[config.mk]
export PLATFORM = sky130hd
export DESIGN_NAME = uart_tx_arbiter
export DESIGN_NICKNAME = d
export VERILOG_FILES = /design/src/rtl/uart_tx_arbiter.sv
export SDC_FILE = /design/constraint.sdc
export NUM_CORES = 1
export LEC_CHECK = 0
export CAP_MARGIN = 10
export CORE_ASPECT_RATIO = 1.2
export CORE_MARGIN = 2
export CORE_UTILIZATION = 42
export DETAILED_ROUTE_END_ITERATION = 7
export PLACE_DENSITY_LB_ADDON = 0.05
export SYNTH_ARGS = -nofsm -noshare
export SYNTH_HDL_FRONTEND = slang
export SYNTH_SLANG_ARGS = --single-unit
[constraint.sdc]
create_clock -name clk -period 2.7 [get_ports clk]
set_clock_uncertainty 0.15 [all_clocks]
set_input_delay 0.675 -clock clk [delete_from_list [all_inputs] [get_ports clk]]
set_output_delay 0.675 -clock clk [all_outputs]
set_load 0.01 [all_outputs]
[src/rtl/uart_tx_arbiter.sv]
// uart_tx_arbiter
// Shares one UART transmitter among NUM_REQ requesters. Requesters are
// granted round-robin; the granted 1- or 2-byte message is latched and its
// bytes are handed to the uart one at a time, LS byte first, through the
// start_tx / data_tx / idle_ready_tx handshake.
//
// Build option: define TX_FRAME_EN to prefix every message with a header
// byte 8'h30 + requester index (ASCII digit). Without it, only payload
// bytes are sent.
//
// PTR_W must equal clog2(NUM_REQ); NUM_REQ is expected in 2..8.

module uart_tx_arbiter #(
  parameter int NUM_REQ = 4,
  parameter int PTR_W   = 2
) (
  input  logic                    clk,
  input  logic                    rst,
  input  logic [NUM_REQ-1:0]      req,
  input  logic [NUM_REQ-1:0]      req_two_byte,
  input  logic [16*NUM_REQ-1:0]   req_data,
  input  logic                    idle_ready_tx,
  output logic [NUM_REQ-1:0]      grant,
  output logic [NUM_REQ-1:0]      done,
  output logic                    busy,
  output logic                    start_tx,
  output logic [7:0]              data_tx
);

  typedef enum logic [1:0] {IDLE, SEND, BUF, DONE} state_t;

  localparam logic [PTR_W:0]   NUM_REQ_W = (PTR_W+1)'(NUM_REQ);
  localparam logic [PTR_W-1:0] LAST_PTR  = PTR_W'(NUM_REQ - 1);

  // Registered state
  state_t               r_state;
  logic [PTR_W-1:0]     r_rr_ptr;
  logic [PTR_W-1:0]     r_owner;
  logic [15:0]          r_msg;
  logic                 r_two;
  logic [1:0]           r_idx;
  logic [NUM_REQ-1:0]   r_grant;
  logic [NUM_REQ-1:0]   r_done;
  logic                 r_busy;
  logic                 r_start;
  logic [7:0]           r_data_tx;

  // Next-state values
  state_t               w_state_next;
  logic [PTR_W-1:0]     w_rr_ptr_next;
  logic [PTR_W-1:0]     w_owner_next;
  logic [15:0]          w_msg_next;
  logic                 w_two_next;
  logic [1:0]           w_idx_next;
  logic [NUM_REQ-1:0]   w_grant_next;
  logic [NUM_REQ-1:0]   w_done_next;
  logic                 w_busy_next;
  logic                 w_start_next;
  logic [7:0]           w_data_tx_next;

  // Arbitration helpers
  logic [2*NUM_REQ-1:0] w_req_dbl;
  logic [NUM_REQ-1:0]   w_req_rot;
  logic                 w_sel_valid;
  logic [PTR_W-1:0]     w_off;
  logic [PTR_W:0]       w_sum;
  logic [PTR_W-1:0]     w_sel;
  logic [PTR_W-1:0]     w_rr_after;
  logic [NUM_REQ-1:0]   w_sel_oh;
  logic [NUM_REQ-1:0]   w_owner_oh;
  logic [15:0]          w_msg [NUM_REQ];

  // Byte sequencing helpers
  logic [7:0]           w_cur_byte;
  logic [1:0]           w_last_idx;

  assign grant    = r_grant;
  assign done     = r_done;
  assign busy     = r_busy;
  assign start_tx = r_start;
  assign data_tx  = r_data_tx;

  // Rotate the request vector so that bit 0 is the requester at rr_ptr.
  assign w_req_dbl = {req, req} >> r_rr_ptr;
  assign w_req_rot = w_req_dbl[NUM_REQ-1:0];

  genvar gi;
  generate
    for (gi = 0; gi < NUM_REQ; gi++) begin : g_per_req
      assign w_msg[gi]      = req_data[16*gi +: 16];
      assign w_sel_oh[gi]   = (w_sel == PTR_W'(gi));
      assign w_owner_oh[gi] = (r_owner == PTR_W'(gi));
    end
  endgenerate

  // Lowest set bit of the rotated vector is the first requester at or after rr_ptr.
  always_comb begin
    w_sel_valid = 1'b0;
    w_off       = '0;
    for (int k = NUM_REQ - 1; k >= 0; k--) begin
      if (w_req_rot[k]) begin
        w_sel_valid = 1'b1;
        w_off       = PTR_W'(k);
      end
    end
  end

  // Map the rotated offset back to an absolute index and derive the next pointer.
  always_comb begin
    w_sum      = {1'b0, r_rr_ptr} + {1'b0, w_off};
    w_sel      = (w_sum >= NUM_REQ_W) ? PTR_W'(w_sum - NUM_REQ_W) : PTR_W'(w_sum);
    w_rr_after = (w_sel == LAST_PTR) ? '0 : w_sel + 1'b1;
  end

  // Byte presented to the uart for the current index, and the index of the final byte.
`ifdef TX_FRAME_EN
  always_comb begin
    w_last_idx = r_two ? 2'd2 : 2'd1;
    case (r_idx)
      2'd0:    w_cur_byte = 8'h30 + 8'(r_owner);
      2'd1:    w_cur_byte = r_msg[7:0];
      default: w_cur_byte = r_msg[15:8];
    endcase
  end
`else
  always_comb begin
    w_last_idx = r_two ? 2'd1 : 2'd0;
    w_cur_byte = (r_idx == 2'd0) ? r_msg[7:0] : r_msg[15:8];
  end
`endif

  // Next-state and registered-output decode.
  always_comb begin
    w_state_next   = r_state;
    w_rr_ptr_next  = r_rr_ptr;
    w_owner_next   = r_owner;
    w_msg_next     = r_msg;
    w_two_next     = r_two;
    w_idx_next     = r_idx;
    w_grant_next   = '0;
    w_done_next    = '0;
    w_busy_next    = r_busy;
    w_start_next   = 1'b0;
    w_data_tx_next = 8'h00;

    case (r_state)
      IDLE: begin
        // busy drops here, one cycle after the done pulse
        w_busy_next = 1'b0;
        if (w_sel_valid) begin
          w_owner_next  = w_sel;
          w_msg_next    = w_msg[w_sel];
          w_two_next    = req_two_byte[w_sel];
          w_idx_next    = 2'd0;
          w_grant_next  = w_sel_oh;
          w_busy_next   = 1'b1;
          w_rr_ptr_next = w_rr_after;
          w_state_next  = SEND;
        end
      end
      SEND: begin
        if (idle_ready_tx) begin
          w_start_next   = 1'b1;
          w_data_tx_next = w_cur_byte;
          w_state_next   = BUF;
        end
      end
      BUF: begin
        // The uart still shows ready during this cycle, so it is never sampled here.
        if (r_idx != w_last_idx) begin
          w_idx_next   = r_idx + 2'd1;
          w_state_next = SEND;
        end else begin
          w_state_next = DONE;
        end
      end
      DONE: begin
        w_done_next  = w_owner_oh;
        w_state_next = IDLE;
      end
      default: w_state_next = IDLE;
    endcase
  end

  // State and output registers; reset abandons any message in flight.
  always_ff @(posedge clk) begin
    if (rst) begin
      r_state   <= IDLE;
      r_rr_ptr  <= '0;
      r_owner   <= '0;
      r_msg     <= '0;
      r_two     <= 1'b0;
      r_idx     <= 2'd0;
      r_grant   <= '0;
      r_done    <= '0;
      r_busy    <= 1'b0;
      r_start   <= 1'b0;
      r_data_tx <= 8'h00;
    end else begin
      r_state   <= w_state_next;
      r_rr_ptr  <= w_rr_ptr_next;
      r_owner   <= w_owner_next;
      r_msg     <= w_msg_next;
      r_two     <= w_two_next;
      r_idx     <= w_idx_next;
      r_grant   <= w_grant_next;
      r_done    <= w_done_next;
      r_busy    <= w_busy_next;
      r_start   <= w_start_next;
      r_data_tx <= w_data_tx_next;
    end
  end

endmodule

# Word level (Yosys, flattened, before mapping)
# Index checks and enable logic that the tools add are counted.
# classes
muxes,26
n_eq_ne,13
bitwise_logic,6
addsub,4
n_shift,1
n_reduce_logical,12
magnitude_cmp,3
# op_table
cell,n
16-bit binary-select mux with 2-bit select,1
16-bit two-way mux,2
2-bit two-way mux,11
"2-bit == test, second input constant",6
2-bit logical NOT,4
1-bit two-way mux,8
8-bit two-way mux,1
2-bit one-hot mux with 4 select lines,1
8-bit by 2-bit right shift with 4-bit output,1
"2-bit by 1-bit == test with 1-bit output, second input constant",3
"3-bit greater-or-equal comparator, second input constant",2
"2-bit inequality test, second input constant",3
3-bit OR reduction,2
1-bit inverter,5
"2-bit by 1-bit adder with 2-bit output, second input constant",2
2-bit one-hot mux with 2 select lines,1
2-bit AND reduction,2
2-bit OR reduction,2
2-bit by 2-bit adder with 3-bit output,1
"2-bit by 3-bit less-than comparator with 1-bit output, second input constant",1
2-bit inverter with 3-bit output,1
3-bit AND reduction,1
1-bit binary-select mux with 2-bit select,1
2-bit by 1-bit inequality test with 1-bit output,1
2 further kinds,2
# totals
wordCells,76
output_inout_bits,18
reg_bits,43
input_bits,75

# Logic depth before layout (Yosys ltp)
# logic_depth
depth_word,12
mapped_depth,12
ltp_nobuf,10

# Worst setup path before layout
# No wires, ideal clock.
# synth_path
path_type,input to register
from,input req[2]
to,register r_msg[7]
path_buffers,4
setup_time_ps,123
path_stages,11
t_required_ps,2427
arrival_time_ps,2684
slack_ps,-257
path_cell_list,buf_2 -> or4_1 -> o211ai_1 -> ha_1 -> clkbuf_1 -> buf_2 -> buf_2 -> mux2i_1 -> nand2_1 -> mux2i_1 -> o41ai_2
# synth_between
elab_chain_cells,12
elab_cells_between_ends,18
cone_classes,add/sub: 2; order compare: 1; shift: 1; mux: 12; bitwise: 1; reduce/logical: 1
# synth_rtl
element,line,text
from (decl),19,"input logic [NUM_REQ-1:0] req,"
8-bit by 2-bit right shift with 4-bit output *,84,"assign w_req_dbl = {req, req} >> r_rr_ptr;"
2-bit two-way mux (3 in a row),101,if (w_req_rot[k]) begin
2-bit two-way mux *,101,
2-bit by 2-bit adder with 3-bit output *,110,"w_sum = {1'b0, r_rr_ptr} + {1'b0, w_off};"
3-bit greater-or-equal comparator / 2-bit by 1-bit subtractor with 2-bit output (equally long branches),111,w_sel = (w_sum >= NUM_REQ_W) ? PTR_W'(w_sum - NUM_REQ_W) : PTR_W'(w_sum);
2-bit two-way mux *,111,
via w_sel[0],67,logic [PTR_W-1:0] w_sel;
2-bit inverter with 3-bit output (implied by the code) *,152,w_msg_next = w_msg[w_sel];
16-bit binary-select mux with 2-bit select *,152,
16-bit two-way mux (implied by the code) * (2 in a row),152,
to (signal assigned),203,r_msg <= w_msg_next;
to (decl),39,logic [15:0] r_msg;
# The timed path passes the listed nets; every way through them passes the cells marked *. The select of a mux whose other input is x is not followed.
# A chain may end at the register's enable or synchronous reset.

# Final worst setup path
# layout_path
from,input req[3]
to,register r_msg[12]
# Same word-level chain as after synthesis.

==> impl_metrics.ini <==
[timing]
rsz0062_at_grt = no
max_freq_mhz = 383
timing.final.crit_period_ps = 2610
hold_viol_final = 0
tightest_slew_ps = 497
slew_viol_final = 0
layout_setup_ws_ps = 89.7
finalCritPeriodShare_pct = 96.7
slew_headroom_pct = 66.9
setup_violations = 0

[synth]
yosysMostFrequentCell = mux2i_1
synth_cell_types = 38
syn_area_per_cell_um2 = 8.87
synth_seq_cells = 43
synth_area_leaders = dfxtp_1 (30%), mux2i_1 (21%), o41ai_2 (9.7%)
synthTopCellsByCount = mux2i_1 (59), dfxtp_1 (43), nand2_1 (41)
synth_area_mm2 = 0.00285
synth_top_cell_by_area = dfxtp_1
synth_ff_type = dfxtp_1
yosys_warnings = 0
seq_area_frac_synth_pct = 30.2
synth_edf_count = 0
synth_cells = 321
synth_top_area_share_pct = 30.2
async_reset_ff_share_pct = 0
synth_nets = 399

[pwr]
p_clk_share_pct = 10.6
leakagePower_uw = 0.00186
swShare_pct = 40.6
p_sw_uw = 1600
vdd_drop_max_mv = 0.636
powerDensity_mw_per_mm2 = 935
seq_power_share_pct = 23.3
intPower_uw = 2340
combPwrFrac_pct = 66.1
total_power_uw = 3940

[finish]
finalInstanceArea_mm2 = 0.00422
n_fill_cell = 560
final_core_util_pct = 65.0
final_nets = 495
synthToLayoutAreaGrowth_pct = 48.1
drive_gt1_share_pct = 17.7
n_antenna_cell = 0

[clock_network]
cts_buffers = 5
numClockSinks = 43
cts_hold_buf = 0
clk_latency_ps = 300
cts_tree = built
clockRootBuffer = clkbuf_8
h-tree-depth = 2
clk_path_buf_depth = 2
clkTransAtPathRegs_ps = 90

[setup_path]
cp_cell_sequence = buf_2, nor2_2, or4_4, o211ai_1, ha_4, buf_12, buf_16, mux2i_2, and3_1, o41ai_2
r2r_end = r_msg[12]
critPathMaxFanout = 7
critPathSlowestCell = or4_4
critPathMaxStageDelay_ps = 460
r2r_setup_slack_ps = 130
arrival_ps = 2670
timing.rr.start = r_rr_ptr[0]
endpoint_kind = flip-flop
cp.required_ps = 2750
critPathTopFamily = simple AND/OR/NAND/NOR gates
r2r_cells = 8
critical_path_class = in -> reg
crit_path_start_kind = primary input
critical_path_buf_inv_count = 3

[routing]
wl_um = 7820
wl_per_cell_um = 15.5
drcViolationCount = 0
vias = 2708
drtPass1Iterations = 5
drt_iter0_drc = 124
ant_nets = 0
drt-vias-per-instance = 5.38

[grt]
grt_max_degree = 35
grt_overflow_total = 0
grt_pass1_vias = 2602
grt_util_all_layers_pct = 21.4
antenna_found_initial = 0
grt_pass1_wl_um = 12500

[floorplan]
initial_core_util_pct = 43.9
die_x_um = 79.2
die_h_um = 94.2
io_pins = 93
num_rows = 32
core_mm2 = 0.00649
die_area_mm2 = 0.00745

[min_path]
hold_path_depth = 1
holdCritPathClass = reg -> reg
hp-start = r_owner[0]
whs_endpoint = done[0]

[place]
io_buffers = 92
place_ws_ps = -605
place_area_mm2 = 0.00399
gp_congestion = 0.770
dp_hpwl_um = 5530

[outcome]
outcome = complete, no violations

[job]
max-cap-violations = 0
how the worst max path moves through the flow:
stage / from / endpoint / slack [ps] / depth (start not counted)
6_report: req[3] / r_msg[12] / 90 / 10
5_1_grt: req[3] / r_msg[2] / 10 / 11
4_1_cts: req[3] / r_msg[13] / -6 / 10
3_5_place_dp: req[3] / r_msg[0] / -610 / 10
3_3_place_gp: req[1] / r_msg[0] / -590 / 10
2_1_floorplan: req[0] / r_msg[7] / -50 / 11
state kept, by name, indices dropped and copies added (netlist names):
name / flops
start_tx: 1
r_state: 2
data_tx: 8
r_two: 1
done: 4
busy: 1
r_rr_ptr: 2
grant: 4
r_msg: 16
r_owner: 2
r_idx: 2
worst register-to-register path, delay by kind of cell (launching register included):
kind	cells	cell delay, ps
AO/OA/AOI/OAI	2	450
multiplexers	1	160
flip-flops	1	400
adder cells (fa/ha/maj)	1	290
buffers and inverters	2	280
AND/OR/NAND/NOR	2	740
layout make-up:
type                            count  area, µm²  area share [%]
Tap cell                           85        106            2.52
Timing Repair Buffer              117       1210            28.8
Inverter                            9       33.8           0.801
Clock inverter                      3       25.0           0.593
Sequential cell                    43        861            20.4
Multi-Input combinational cell    241       1910            45.3
Clock buffer                        5       68.8            1.63
timing repair:
| item | 4_1_cts | 5_1_grt |
|---|---|---|
| setup endpoints to repair | 22 | 16 |
| resized for setup | 15 | 19 |
| pin swaps | 8 | 12 |
| endpoints found under the hold margin | 0 | 0 |
| setup buffers | 1 | 1 |
| cloned | 2 | 0 |
layer usage:
metal  up-vias  GRT usage [%]  part of all wire [%]
met5         -              0                     0
met4         0           4.74                  0.87
met3         6           4.04                   5.4
li1       1352              -                     -
met2        72           37.5                    48
met1      1278           27.1                    45
cell families after synthesis:
| kind of cell | Yosys count | synth area share, % |
|---|---|---|
| flops | 43 | 30.2 |
| buf+inv | 37 | 6.24 |
| xor+xnor | 4 | 1.23 |
| mux | 59 | 20.7 |
| simple gates | 138 | 25.1 |
| fa+ha+maj | 3 | 1.32 |
| compound gates | 37 | 15.2 |
per-stage QoR:
step | TNS, ps | instances | hold slack [ps]
2_1_floorplan | -734 | 321 | 288
3_3_place_gp | -11240 | 492 | 304
3_5_place_dp | -12310 | 492 | 312
4_1_cts | -8.30 | 503 | 325
5_1_grt | 0 | 503 | 358
6_report | 0 | 503 | 319
cell usage in the layout (no fill, tap or decap), drive strengths merged, types with 5 or more instances in the layout:
master / count
clkdlybuf4s50: 88
clkbuf: 7
nor3: 5
dfxtp: 43
inv: 9
mux2i: 59
nand2: 41
nand3b: 18
a21oi: 7
and3: 35
nor2: 27
buf: 27
o41ai: 17
power by group through the flow:
stage | registers [µW] | clock network, µW | logic [µW]
after floorplan | 895 | 0 | 1620
after global placement | 936 | 0 | 2180
after detailed placement | 933 | 0 | 2210
after CTS | 923 | 431 | 2550
after global routing | 943 | 462 | 2810
final | 919 | 418 | 2600
Power figures use the tool's default switching activity.
